File: src/rtl/ps2_kbd_rx_pkg.sv
// ps2_pkg: shared FSM encodings, status bit positions and frame constants
package ps2_pkg;
  typedef enum logic [1:0] {IDLE, RECV, CHECK} state_e;
  localparam int READY = 8;
  localparam int OVF = 9;
  localparam int PERR = 10;
  localparam int FERR = 11;
  localparam int CNT_LSB = 12;
  localparam int FRAME_LEN = 11;
endpackage

File: src/rtl/ps2_kbd_rx_if.sv
// ps2_kbd_rx_if: keyboard lines plus MIO-side strobes and status word
interface ps2_kbd_rx_if;
  logic ps2_clk;
  logic ps2_data;
  logic rd_en;
  logic clr_err;
  logic [31:0] status;
  logic irq;
  modport slave(input ps2_clk, ps2_data, rd_en, clr_err, output status, irq);
  modport master(output ps2_clk, ps2_data, rd_en, clr_err, input status, irq);
endinterface

File: src/rtl/ps2_rx_fifo.sv
// ps2_rx_fifo: show-ahead byte FIFO; drops pushes when full unless a pop frees space
module ps2_rx_fifo import ps2_pkg::*; #(
  parameter int FIFO_AW = 3
) (
  input  logic             clk,
  input  logic             RSTN,
  input  logic             push,
  input  logic [7:0]       din,
  input  logic             pop,
  output logic [7:0]       dout,
  output logic [FIFO_AW:0] count,
  output logic             full,
  output logic             empty
);
  logic [7:0]         mem_q [2**FIFO_AW];
  logic [FIFO_AW-1:0] wp_q, rp_q;
  logic [FIFO_AW:0]   cnt_q;
  logic               do_push, do_pop;
  assign empty = cnt_q == '0;
  assign full = cnt_q == (FIFO_AW+1)'(2**FIFO_AW);
  assign do_pop = pop && !empty;
  assign do_push = push && (!full || do_pop);
  assign dout = mem_q[rp_q];
  assign count = cnt_q;
  // storage, pointers and occupancy
  always_ff @(posedge clk or negedge RSTN)
    if (!RSTN) begin
      for (int i = 0; i < 2**FIFO_AW; i++) mem_q[i] <= '0;
      wp_q <= '0;
      rp_q <= '0;
      cnt_q <= '0;
    end else begin
      if (do_push) mem_q[wp_q] <= din;
      wp_q <= wp_q + FIFO_AW'(do_push);
      rp_q <= rp_q + FIFO_AW'(do_pop);
      cnt_q <= cnt_q + (FIFO_AW+1)'(do_push) - (FIFO_AW+1)'(do_pop);
    end
endmodule

File: src/rtl/ps2_kbd_rx.sv
// ps2_kbd_rx: PS/2 keyboard frame receiver with FIFO, sticky errors and MIO status word
module ps2_kbd_rx import ps2_pkg::*; #(
  parameter int FIFO_AW = 3,
  parameter int FILTER = 4,
  parameter int TIMEOUT = 100000
) (
  input logic clk,
  input logic RSTN,
  ps2_kbd_rx_if.slave bus
);
  localparam int FW = $clog2(FILTER + 1);
  localparam int TW = $clog2(TIMEOUT + 1);
  logic [1:0]       csync_q, dsync_q;
  logic             fclk_q, fclk_d;
  logic [FW-1:0]    fcnt_q, fcnt_d;
  state_e           state_q, state_d;
  logic [3:0]       bcnt_q, bcnt_d;
  logic [9:0]       shr_q, shr_d;
  logic [TW-1:0]    tmo_q, tmo_d;
  logic             ovf_q, ovf_d, perr_q, perr_d, ferr_q, ferr_d;
  logic             flip, bit_ev, din, timeout, push, par_ok, stop_ok, full, empty;
  logic [7:0]       head;
  logic [FIFO_AW:0] count;
  logic [31:0]      status;
  assign din = dsync_q[1];
  assign flip = (csync_q[1] != fclk_q) && fcnt_q == FW'(FILTER - 1);
  assign bit_ev = flip && fclk_q;
  assign timeout = state_q == RECV && tmo_q == TW'(TIMEOUT);
  assign par_ok = ^shr_q[8:0];
  assign stop_ok = shr_q[9];
  assign push = state_q == CHECK && par_ok && stop_ok;
  // two-flop synchronisers; lines idle high so they reset to 1
  always_ff @(posedge clk or negedge RSTN)
    if (!RSTN) begin
      csync_q <= '1;
      dsync_q <= '1;
    end else begin
      csync_q <= {csync_q[0], bus.ps2_clk};
      dsync_q <= {dsync_q[0], bus.ps2_data};
    end
  // glitch filter: level flips after FILTER consecutive disagreeing samples
  always_comb begin
    fclk_d = flip ? ~fclk_q : fclk_q;
    fcnt_d = (csync_q[1] == fclk_q || flip) ? '0 : fcnt_q + FW'(1);
  end
  // filter state
  always_ff @(posedge clk or negedge RSTN)
    if (!RSTN) begin
      fclk_q <= 1'b1;
      fcnt_q <= '0;
    end else begin
      fclk_q <= fclk_d;
      fcnt_q <= fcnt_d;
    end
  // FSM state register
  always_ff @(posedge clk or negedge RSTN)
    if (!RSTN) state_q <= IDLE;
    else state_q <= state_d;
  // FSM next state: start bit opens a frame, last bit goes to CHECK, stall aborts
  always_comb begin
    state_d = state_q;
    if (state_q == IDLE && bit_ev && !din) state_d = RECV;
    else if (timeout) state_d = IDLE;
    else if (state_q == RECV && bit_ev && bcnt_q == 4'(FRAME_LEN - 2)) state_d = CHECK;
    else if (state_q == CHECK) state_d = IDLE;
  end
  // FSM outputs: shift register, counters and sticky error flags (set beats clear)
  always_comb begin
    bcnt_d = state_q != RECV ? '0 : bit_ev ? bcnt_q + 4'd1 : bcnt_q;
    shr_d = (state_q == RECV && bit_ev) ? {din, shr_q[9:1]} : shr_q;
    tmo_d = (state_q != RECV || bit_ev) ? '0 : tmo_q + TW'(1);
    perr_d = (state_q == CHECK && !par_ok) || (perr_q && !bus.clr_err);
    ferr_d = (state_q == CHECK && !stop_ok) || timeout || (ferr_q && !bus.clr_err);
    ovf_d = (push && full && !bus.rd_en) || (ovf_q && !bus.clr_err);
  end
  // datapath and flag registers
  always_ff @(posedge clk or negedge RSTN)
    if (!RSTN) begin
      bcnt_q <= '0;
      shr_q <= '0;
      tmo_q <= '0;
      perr_q <= 1'b0;
      ferr_q <= 1'b0;
      ovf_q <= 1'b0;
    end else begin
      bcnt_q <= bcnt_d;
      shr_q <= shr_d;
      tmo_q <= tmo_d;
      perr_q <= perr_d;
      ferr_q <= ferr_d;
      ovf_q <= ovf_d;
    end
  ps2_rx_fifo #(.FIFO_AW(FIFO_AW)) u_fifo (
    .clk(clk),
    .RSTN(RSTN),
    .push(push),
    .din(shr_q[7:0]),
    .pop(bus.rd_en),
    .dout(head),
    .count(count),
    .full(full),
    .empty(empty)
  );
  // status word assembly; data field reads zero when empty
  always_comb begin
    status = '0;
    status[7:0] = empty ? 8'h00 : head;
    status[READY] = !empty;
    status[OVF] = ovf_q;
    status[PERR] = perr_q;
    status[FERR] = ferr_q;
    status[CNT_LSB +: 4] = 4'(count);
  end
  assign bus.status = status;
  assign bus.irq = !empty;
endmodule

File: src/flat_wrapper.sv
// flat-port wrapper written by rule: the top's interface ports become plain ports
module ps2_kbd_rx_flat import ps2_pkg::*;
#(
  parameter int FIFO_AW = 3,
  parameter int FILTER = 4,
  parameter int TIMEOUT = 100000
)
  (clk, RSTN, bus_ps2_clk, bus_ps2_data, bus_rd_en, bus_clr_err, bus_status, bus_irq);
  ps2_kbd_rx_if bus_i ();
  input logic clk;
  input logic RSTN;
  input wire logic [$bits(bus_i.ps2_clk)-1:0] bus_ps2_clk;
  input wire logic [$bits(bus_i.ps2_data)-1:0] bus_ps2_data;
  input wire logic [$bits(bus_i.rd_en)-1:0] bus_rd_en;
  input wire logic [$bits(bus_i.clr_err)-1:0] bus_clr_err;
  output wire logic [$bits(bus_i.status)-1:0] bus_status;
  output wire logic [$bits(bus_i.irq)-1:0] bus_irq;
  assign bus_i.ps2_clk = bus_ps2_clk;
  assign bus_i.ps2_data = bus_ps2_data;
  assign bus_i.rd_en = bus_rd_en;
  assign bus_i.clr_err = bus_clr_err;
  assign bus_status = bus_i.status;
  assign bus_irq = bus_i.irq;
  ps2_kbd_rx #(.FIFO_AW(FIFO_AW), .FILTER(FILTER), .TIMEOUT(TIMEOUT)) u_core (.clk(clk), .RSTN(RSTN), .bus(bus_i));
endmodule
File: config.mk
export PLATFORM = sky130hd
export DESIGN_NAME = ps2_kbd_rx_flat
export DESIGN_NICKNAME = d
export VERILOG_FILES = /design/src/rtl/ps2_kbd_rx_pkg.sv /design/src/rtl/ps2_kbd_rx_if.sv /design/src/rtl/ps2_rx_fifo.sv /design/src/rtl/ps2_kbd_rx.sv /design/src/flat_wrapper.sv
export SDC_FILE = /design/constraint.sdc
export NUM_CORES = 1
export LEC_CHECK = 0
export ABC_AREA = 0
export CAP_MARGIN = 20
export CORE_MARGIN = 5
export CORE_UTILIZATION = 50
export DETAILED_ROUTE_END_ITERATION = 12
export PLACE_DENSITY_LB_ADDON = 0.12
export SYNTH_ARGS = -nofsm -noshare
export SYNTH_HDL_FRONTEND = slang
export SYNTH_SLANG_ARGS = --single-unit
File: constraint.sdc
create_clock -name clk -period 5.35 [get_ports clk]
set_input_delay 1.07 -clock clk [delete_from_list [all_inputs] [get_ports clk]]
set_output_delay 1.07 -clock clk [all_outputs]
set_load 0.03 [all_outputs]
==> results of run 1 <==
## kinds of logic after synthesis
group,after synthesis
flip-flops,118
multiplexers,107
AND/OR/NAND/NOR,96
buffers and inverters,59
AO/OA/AOI/OAI,35
XOR/XNOR,25
adder cells (fa/ha/maj),17
other,1
## worst paths after layout
| path | endpoint | slack, ns | depth (start not counted) |
|---|---|---|---|
| setup / recovery | bus_status[0] | 1.42 | 5 |
| hold / removal | u_core.csync_q[1] | 0.36 | 0 |
| setup reg to reg | u_core.u_fifo.count[2] | 2.17 | 10 |
| hold reg to reg | u_core.csync_q[1] | 0.36 | 0 |
| max in group asynchronous | u_core.dsync_q[0] | 4.12 | 2 |
| min in group asynchronous | u_core.u_fifo.mem_q[3] | 0.50 | 1 |
## power breakdown
part | internal [mW] | leakage [nW] | switching, mW
Combinational | 0.190 | 1.41 | 0.247
Clock | 0.772 | 0.294 | 0.400
Sequential | 0.950 | 1.61 | 0.119
Total | 1.91 | 3.31 | 0.766
## area by class of cell
class,instances,area share [%]
Multi-Input combinational cell,296,43.3
Sequential cell,118,40.7
Clock buffer,17,5.84
Timing Repair Buffer,28,3.89
Tap cell,172,2.96
Clock inverter,14,2.54
Inverter,16,0.825
## worst max-delay path, delay by kind of cell, from the launching register on
family / cells / cell delay, ns
buf+inv: 2 / 0.93
flops: 1 / 0.77
mux: 2 / 0.70
simple gates: 1 / 0.05
## cell usage after synthesis, drive strengths merged
cell         count  area, um2
a2111oi         10        213
a21o             2       15.0
a21oi            9       45.0
a22o             1       8.76
and2             1       6.26
and3             1       6.26
and3b            2       17.5
buf             29        205
clkbuf          13       48.8
conb             1       3.75
dfrtp          113       2830
dfstp            5        131
dlygate4sd1      1       8.76
fa               1       20.0
ha              16        200
inv             16       60.1
mux2            75       1080
mux2i           16        260
mux4            16        360
nand2            9       33.8
nand2b           5       31.3
nand3           10       50.1
nand3b           5       37.5
nand4            3       18.8
nor2            31        116
nor2b            2       12.5
nor3             6       30.0
nor3b            4       35.0
nor4             5       31.3
nor4b            1       8.76
nor4bb           1       10.0
o2111ai          6       52.6
o21ai            5       25.0
o2bb2ai          1       8.76
o41ai            1       8.76
or3              5       31.3
or3b             2       17.5
or4              3       22.5
xnor2           13        121
xnor3            2       46.3
xor2             9       78.8
xor3             1       25.0
## sequential cells by signal, summed over array words and instances, names as in the netlist
name,flops
u_core.ovf_q,1
u_core.bcnt_q,4
u_core.u_fifo.wp_q,3
u_core.perr_q,1
u_core.u_fifo.mem_q,64
u_core.csync_q,2
u_core.dsync_q,2
u_core.fcnt_q,3
u_core.fclk_q,1
u_core.u_fifo.rp_q,3
u_core.u_fifo.count,4
u_core.state_q,2
u_core.ferr_q,1
u_core.shr_q,10
u_core.tmo_q,17
## routing by layer
metal | vias to the layer above | part of all wire, %
li1 | 1653 | -
met2 | 48 | 51
met4 | 0 | 0.75
met1 | 1828 | 46
met3 | 9 | 3.0
met5 | - | 0
## metrics by stage
stage                     instances  total power, mW  setup slack [ns]  utilization (%)  instance area, um2
final                           661             2.68              1.42             57.9                7280
after CTS                       660             2.71              1.38             57.7                7250
after global placement          629             1.50              1.87             52.8                6640
after detailed placement        629             1.52              1.79             52.8                6640
after global routing            661             2.81              1.26             57.9                7280
after floorplan                 473             1.38              2.25                -                6430
==> flow_summary.ini, run 1 <==
[cells_and_area]
final_nets = 500
layout_commonest_cell = dfrtp_1
regArea_mm2 = 0.00296
syn_to_final_growth_pct = 14.1
drive_gt1_share_pct = 30.1
diodes = 0
multi_input_area_mm2 = 0.00315
final_cell_mix = 113 x dfrtp_1, 64 x mux2_4, 31 x nor2_1
fill_cells = 1009

[timing]
setup_viol = 0
maxSlewHeadroom_pct = 40.2
hold_viol = 0
fin_crit_sh_pct = 73.4
layout_min_cycle_time_ns = 3.93
grt_setup_unrepaired = no
tns_ns = 0
worstMarginPinSlew_ns = 0.895
drv_slew = 0
max_freq_mhz = 255
fin_skew_ns = 0.00658
whs_ns = 0.356

[logic_synthesis]
synth_top_family_by_area = multiplexers
synth-simple-area-share_pct = 8.10
yosysSeqAreaShare_pct = 46.4
synth_compound_area_share_pct = 5.91
syn_area_per_cell_um2 = 13.9
synthAdderAreaFrac_pct = 3.45
synth_area_mm2 = 0.00638
ys_types = 54
synth-xor-area-share_pct = 4.26
yosys_warnings = 0
synthMuxAreaShare_pct = 26.7
postSynthCellCount = 458
synth-seq-cells = 118

[setup_path]
path_class = flip-flop to output port
slowest_stage = dfrtp_1
worstPathMaxFanout = 10
crit_required_ns = 4.28
cp-startpoint = u_core.u_fifo.rp_q[0]
cp-start-kind = flip-flop
r2r_start = u_core.shr_q[6]
cp.arrival_ns = 2.86
slowest_delay_ns = 0.77
path_cells = buf_4, mux4_2, mux2i_1, nor2_1, clkdlybuf4s50_1
end_kind = output port

[route]
wl_mm = 12.0
wl_per_cell_um = 18.1
first_iter_violations = 186
vias_per_cell = 5.35
num_vias = 3538
antenna_left = 0
drcViolationCount = 0
firstDrtPassIters = 5

[floorplanning]
fp.dieArea_mm2 = 0.0151
die_w_um = 123
initial_core_util_pct = 50.7
io_pins = 39
core_area_mm2 = 0.0126
rows = 41
die_h_um = 123

[clock_network]
cts_buffer_depth = 2
cts.htree.levels = 4
cts_buffers = 17
root_buffer = clkbuf_16
postCtsSetupBuffers = 0
cts_resized = 0
insertion_delay_ns = 0.41
cts-hold-fix-buffers = 0
clock-sinks = 118
cts_tree = done
worst_setup_hold_path_clk_slew_ns = 0.05

[global_route]
antenna_found_initial = 0
met1_usage_pct = 23.4
grt_max_degree = 86
grtUsageMet2_pct = 28.3
grt-ovfl-total = 0
grt_usage_pct = 17.7
top_usage_layer = met2
grt_pass1_vias = 3687
grt_pass1_wl_mm = 20.1
met3_usage_pct = 5.35

[min_path]
hp-class = flip-flop to flip-flop
min_from = u_core.csync_q[0]

[power_and_ir_drop]
power_density_mw_per_mm2 = 368
ir_drop_mv = 0.313
p_leak_nw = 3.31

[flow_run]
maxCapViolations = 0

[status]
outcome = completed

[placed_design]
gp_congestion = 0.746
dp_hpwl_mm = 7.67
io_buffers = 22
Power figures use the tool's default switching activity.
==> inputs of run 2 (changes only) <==
==> constraint.sdc (replaced) <==
create_clock -name clk -period 3.4 [get_ports clk]
set_input_delay 0.68 -clock clk [delete_from_list [all_inputs] [get_ports clk]]
set_output_delay 0.68 -clock clk [all_outputs]
set_load 0.03 [all_outputs]
==> run 2 against run 1 <==
- clock power up 34%
- count of clock-buffer cells in the layout up 10
- sequential share of layout area up 0.41 points
- power up 47%
- global-route usage down 0.11 points
- cell count up 0.45%
==> flow_summary.ini, run 2 (synthesized netlist as in run 1, its figures left out) <==
[timing]
worstMarginPinSlew_ns = 0.869
fin_crit_sh_pct = 92.4
max_freq_mhz = 318
hold_viol = 0
tns_ns = 0
whs_ns = 0.337
setup_viol = 0
layout_min_cycle_time_ns = 3.14
grt_setup_unrepaired = no
fin_skew_ns = 0.00677
drv_slew = 0
maxSlewHeadroom_pct = 41.9

[setup_path]
crit_required_ns = 2.72
worstPathMaxFanout = 17
slowest_delay_ns = 0.59
path_cells = buf_4, mux4_2, mux2i_1, nor2_1, clkdlybuf4s50_1
path_class = flip-flop to output port
slowest_stage = clkdlybuf4s50_1
cp.arrival_ns = 2.46
r2r-end = u_core.u_fifo.count[2]
reg2reg_setup_slack_ns = 0.58
cp-start-kind = flip-flop
end_kind = output port
r2r_cells = 9
r2r_start = u_core.shr_q[1]

[global_route]
antenna_found_initial = 0
grt-ovfl-total = 0
grt_max_degree = 64
grt_pass1_wl_mm = 19.9
grt_pass1_vias = 3748
grt_usage_pct = 17.6

[cells_and_area]
fill_cells = 1011
syn_to_final_growth_pct = 13.0
top_register = u_core.u_fifo.mem_q
final_nets = 503
regArea_mm2 = 0.00296
final_area_mm2 = 0.00721
largest_reg_flops = 64
multi_input_area_mm2 = 0.00315
largestRegisters = u_core.u_fifo.mem_q x64, u_core.tmo_q x17, u_core.shr_q x10
final_cell_mix = 113 x dfrtp_1, 64 x mux2_4, 31 x nor2_1
fin_cells = 664
layout_commonest_cell = dfrtp_1
drive_gt1_share_pct = 29.3
diodes = 0

[power_and_ir_drop]
p_switching_mw = 1.14
power_density_mw_per_mm2 = 547
pwr-share-clk_pct = 39.9
total_power_mw = 3.94
share_comb_of_total_power_pct = 19.5
p_sw_share_pct = 29.0
seqPwrFrac_pct = 40.6
p_leak_nw = 3.29
ir_drop_mv = 0.395
p_int_mw = 2.80

[clock_network]
cts_buffer_depth = 2
cts_tree = done
clock-sinks = 118
postCtsSetupBuffers = 0
cts.htree.levels = 4
cts_buffers = 17
root_buffer = clkbuf_16
worst_setup_hold_path_clk_slew_ns = 0.05
cts_resized = 0
insertion_delay_ns = 0.41
cts-hold-fix-buffers = 0

[route]
num_vias = 3498
vias_per_cell = 5.27
antenna_left = 0
firstDrtPassIters = 4
first_iter_violations = 164
drcViolationCount = 0
wl_per_cell_um = 17.9
wl_mm = 11.9

[status]
outcome = completed

[floorplanning]
fp.dieArea_mm2 = 0.0151
io_pins = 39
initial_core_util_pct = 50.7
die_h_um = 123
core_area_mm2 = 0.0126
die_w_um = 123
rows = 41

[flow_run]
maxCapViolations = 0

[placed_design]
placed_area_mm2 = 0.00668
dp_hpwl_mm = 7.54
io_buffers = 22
gp_congestion = 0.765
dp_cells = 633

[min_path]
hp-class = input port to asynchronous set/reset pin
run 2: cell types whose count changed in the layout (fill, tap and decap cells not counted), sizes merged:
cell and delta:
bufinv -4, clkinv -3, buf +3, clkinvlp -3, clkbuf +10
run 2: stage by stage:
stage	setup slack, ns	utilization, %
floorplan	0.682	-
global placement	0.586	53.2
detailed placement	0.511	53.2
CTS	0.188	57.3
global route	0.129	57.3
finish	0.257	57.3
run 2: per-layer routing:
| layer | share of wire [%] | GRT usage, % |
|---|---|---|
| met3 | 2.5 | 4.39 |
| met4 | 1.4 | 7.14 |
| met1 | 47 | 22.6 |
| met2 | 49 | 28.5 |
| met5 | 0 | 0 |
run 2: final cells by class:
cell class,count,share of cell area [%]
clock buffers,27,6.98
clock inverters,4,0.278
multi-input cells,296,43.7
repair buffers,31,4.13
flip-flops and latches,118,41.1
well taps,172,2.99
inverters,16,0.833
run 2: worst max-delay path: cells and delay by family (launching register included):
family,cells,cell delay (ns)
DFF,1,0.31
and+or+nand+nor,1,0.06
muxes,2,0.75
buffers and inverters,2,0.91
run 2: power by group through the flow:
stage / Combinational, mW / Sequential, mW / Clock [mW]
2_1_floorplan: 0.552 / 1.62 / 0
3_3_place_gp: 0.771 / 1.62 / 0
3_5_place_dp: 0.785 / 1.63 / 0
4_1_cts: 0.787 / 1.60 / 1.62
5_1_grt: 0.851 / 1.62 / 1.69
6_report: 0.768 / 1.60 / 1.57
run 2: how the worst max path moves through the flow:
stage	cells after the start	slack, ns	endpoint	startpoint
detailed placement	5	0.51	u_core.u_fifo.mem_q[51]	bus_rd_en
global placement	10	0.59	u_core.u_fifo.count[2]	bus_rd_en
floorplan	9	0.68	u_core.u_fifo.count[2]	u_core.u_fifo.count[2]
finish	5	0.26	bus_status[5]	u_core.u_fifo.rp_q[0]
CTS	5	0.19	bus_status[5]	u_core.u_fifo.rp_q[0]
global route	5	0.13	bus_status[5]	u_core.u_fifo.rp_q[0]
==> inputs of run 3 (changes only) <==
--- a/config.mk
+++ b/config.mk
@@ -8,7 +8,7 @@
 export ABC_AREA = 0
 export CAP_MARGIN = 20
 export CORE_MARGIN = 5
-export CORE_UTILIZATION = 50
+export CORE_UTILIZATION = 35
 export DETAILED_ROUTE_END_ITERATION = 12
 export PLACE_DENSITY_LB_ADDON = 0.12
 export SYNTH_ARGS = -nofsm -noshare
==> run 3 against run 2 <==
- die area up 39%
- sequential power about the same
- maximum frequency down 1.0%
- design area up 2.0%
- worst hold slack better by 0.019 ns
- flip-flop and latch count unchanged
- combinational power up 3.0%
- wire length up 10%
- count of clock-buffer cells in the layout up 2
- cell count up 9.5%
- first-iteration DRC count up 11%
- clock skew about the same
==> flow_summary.ini, run 3 (synthesized netlist as in run 1, its figures left out) <==
[status]
outcome = completed

[min_path]
hold_depth = 0
hp-class = flip-flop to flip-flop

[route]
first_iter_violations = 182
drcViolationCount = 0
antenna_left = 0
num_vias = 3598
wl_per_cell_um = 18.0
wl_mm = 13.1
vias_per_cell = 4.95
firstDrtPassIters = 4

[cells_and_area]
multi_input_area_mm2 = 0.00316
fin_cells = 727
syn_to_final_growth_pct = 15.2
final_nets = 509
fill_cells = 1677
largestRegisters = u_core.u_fifo.mem_q x64, u_core.tmo_q x17, u_core.shr_q x10
regArea_mm2 = 0.00296
drive_gt1_share_pct = 30.3
final_cell_mix = 113 x dfrtp_1, 64 x mux2_4, 31 x nor2_1
final_area_mm2 = 0.00735
layout_commonest_cell = dfrtp_1
top_register = u_core.u_fifo.mem_q
largest_reg_flops = 64
diodes = 0

[timing]
hold_viol = 0
postLayoutSetupSlackWorst_ns = 0.225
worstMarginPinSlew_ns = 0.805
layout_min_cycle_time_ns = 3.17
maxSlewHeadroom_pct = 46.1
tns_ns = 0
drv_slew = 0
setup_viol = 0
fin_skew_ns = 0.00672
fin_crit_sh_pct = 93.4
grt_setup_unrepaired = no
max_freq_mhz = 315

[setup_path]
cp-startpoint = u_core.u_fifo.rp_q[0]
cpLargestDelayFamily = buffers and inverters
worstPathMaxFanout = 17
r2r-end = u_core.u_fifo.count[2]
r2r_start = u_core.shr_q[6]
cp.arrival_ns = 2.49
slowest_stage = clkdlybuf4s50_1
r2r_cells = 9
cp-start-kind = flip-flop
path_cells = buf_4, mux4_2, mux2i_1, nor2_1, clkdlybuf4s50_1
end_kind = output port
crit_buf_inv = 2
slowest_delay_ns = 0.60
reg2reg_setup_slack_ns = 0.53
crit_required_ns = 2.72
critPathCapture = bus_status[5]
path_class = flip-flop to output port
cp.depth = 5

[placed_design]
post-place-ws_ns = 0.532
dp_hpwl_mm = 8.59
io_buffers = 22
dp_cells = 696
gp_congestion = 0.749
placed_area_mm2 = 0.00680

[floorplanning]
core_area_mm2 = 0.0180
die_h_um = 145
fp.dieArea_mm2 = 0.0210
initial_core_util_pct = 35.5
die_w_um = 145
rows = 49
io_pins = 39

[clock_network]
cts-hold-fix-buffers = 0
cts_buffer_depth = 2
insertion_delay_ns = 0.41
root_buffer = clkbuf_16
postCtsSetupBuffers = 0
cts_buffers = 17
clock-sinks = 118
worst_setup_hold_path_clk_slew_ns = 0.05
cts_tree = done
cts.htree.levels = 4
cts_resized = 0

[power_and_ir_drop]
seqPwrFrac_pct = 39.8
power_density_mw_per_mm2 = 549
p_int_mw = 2.85
share_comb_of_total_power_pct = 19.6
ir_drop_mv = 0.405
pwr-share-clk_pct = 40.6
p_switching_mw = 1.19
p_sw_share_pct = 29.5
p_leak_nw = 3.32

[global_route]
grt_pass1_vias = 3826
antenna_found_initial = 0
grt_max_degree = 62
grt_pass1_wl_mm = 21.9
grt-ovfl-total = 0
grt_usage_pct = 13.1

[flow_run]
maxCapViolations = 0
-- run 3: changes by cell type in the layout (fill, tap and decap cells not counted), sizes merged --
cell / before / now
buf: 10 / 16
clkbuf: 27 / 29
clkinv: 4 / 1
clkinvlp: 0 / 1
-- run 3: metrics by stage --
| step | hold WS [ns] | util, % | power, mW |
|---|---|---|---|
| 2_1_floorplan | 0.345 | - | 2.18 |
| 3_3_place_gp | 0.348 | 37.9 | 2.42 |
| 3_5_place_dp | 0.347 | 37.9 | 2.44 |
| 4_1_cts | 0.355 | 40.9 | 4.11 |
| 5_1_grt | 0.362 | 40.9 | 4.25 |
| 6_report | 0.356 | 40.9 | 4.04 |
-- run 3: area by class of cell --
cell class | instances | share of cell area, %
clock buffer | 29 | 7.22
clock inverter | 2 | 0.170
inverter | 16 | 0.817
multi-input combinational | 296 | 42.9
sequential | 118 | 40.3
tap | 229 | 3.90
timing repair buffer | 37 | 4.67
-- run 3: worst reg2reg max path, stage by stage, from the launching register on --
cell and delay [ns]:
dfrtp_1 0.56, xor2_1 0.20, xnor3_1 0.47, xnor2_1 0.35, nand3_1 0.13, ha_1 0.29, inv_1 0.03, ha_1 0.20
fa_1 0.38, xor2_1 0.15
-- run 3: routing by layer --
metal / wire (um) / vias to the layer above / part of all wire, % / global-route usage [%]
met5: 0 / - / 0 / 0
met4: 182 / 0 / 1.4 / 4.00
met3: 428 / 11 / 3.3 / 3.87
met2: 6180 / 43 / 47 / 20.0
met1: 6320 / 1863 / 48 / 18.0
li1: - / 1681 / - / -
-- run 3: worst min path at each step --
stage | slack, ns | from | end
floorplan | 0.35 | u_core.csync_q[0] | u_core.csync_q[1]
global placement | 0.35 | u_core.dsync_q[0] | u_core.dsync_q[1]
detailed placement | 0.35 | u_core.dsync_q[0] | u_core.dsync_q[1]
CTS | 0.36 | u_core.dsync_q[0] | u_core.dsync_q[1]
global route | 0.36 | u_core.dsync_q[0] | u_core.dsync_q[1]
finish | 0.36 | u_core.dsync_q[0] | u_core.dsync_q[1]
-- run 3: power by group through the flow --
stage          clock (mW)  combinational [mW]  sequential, mW
2_1_floorplan           0               0.552            1.62
3_3_place_gp            0               0.788            1.63
3_5_place_dp            0               0.806            1.63
4_1_cts              1.69               0.809            1.61
5_1_grt              1.75               0.876            1.62
6_report             1.64               0.791            1.61
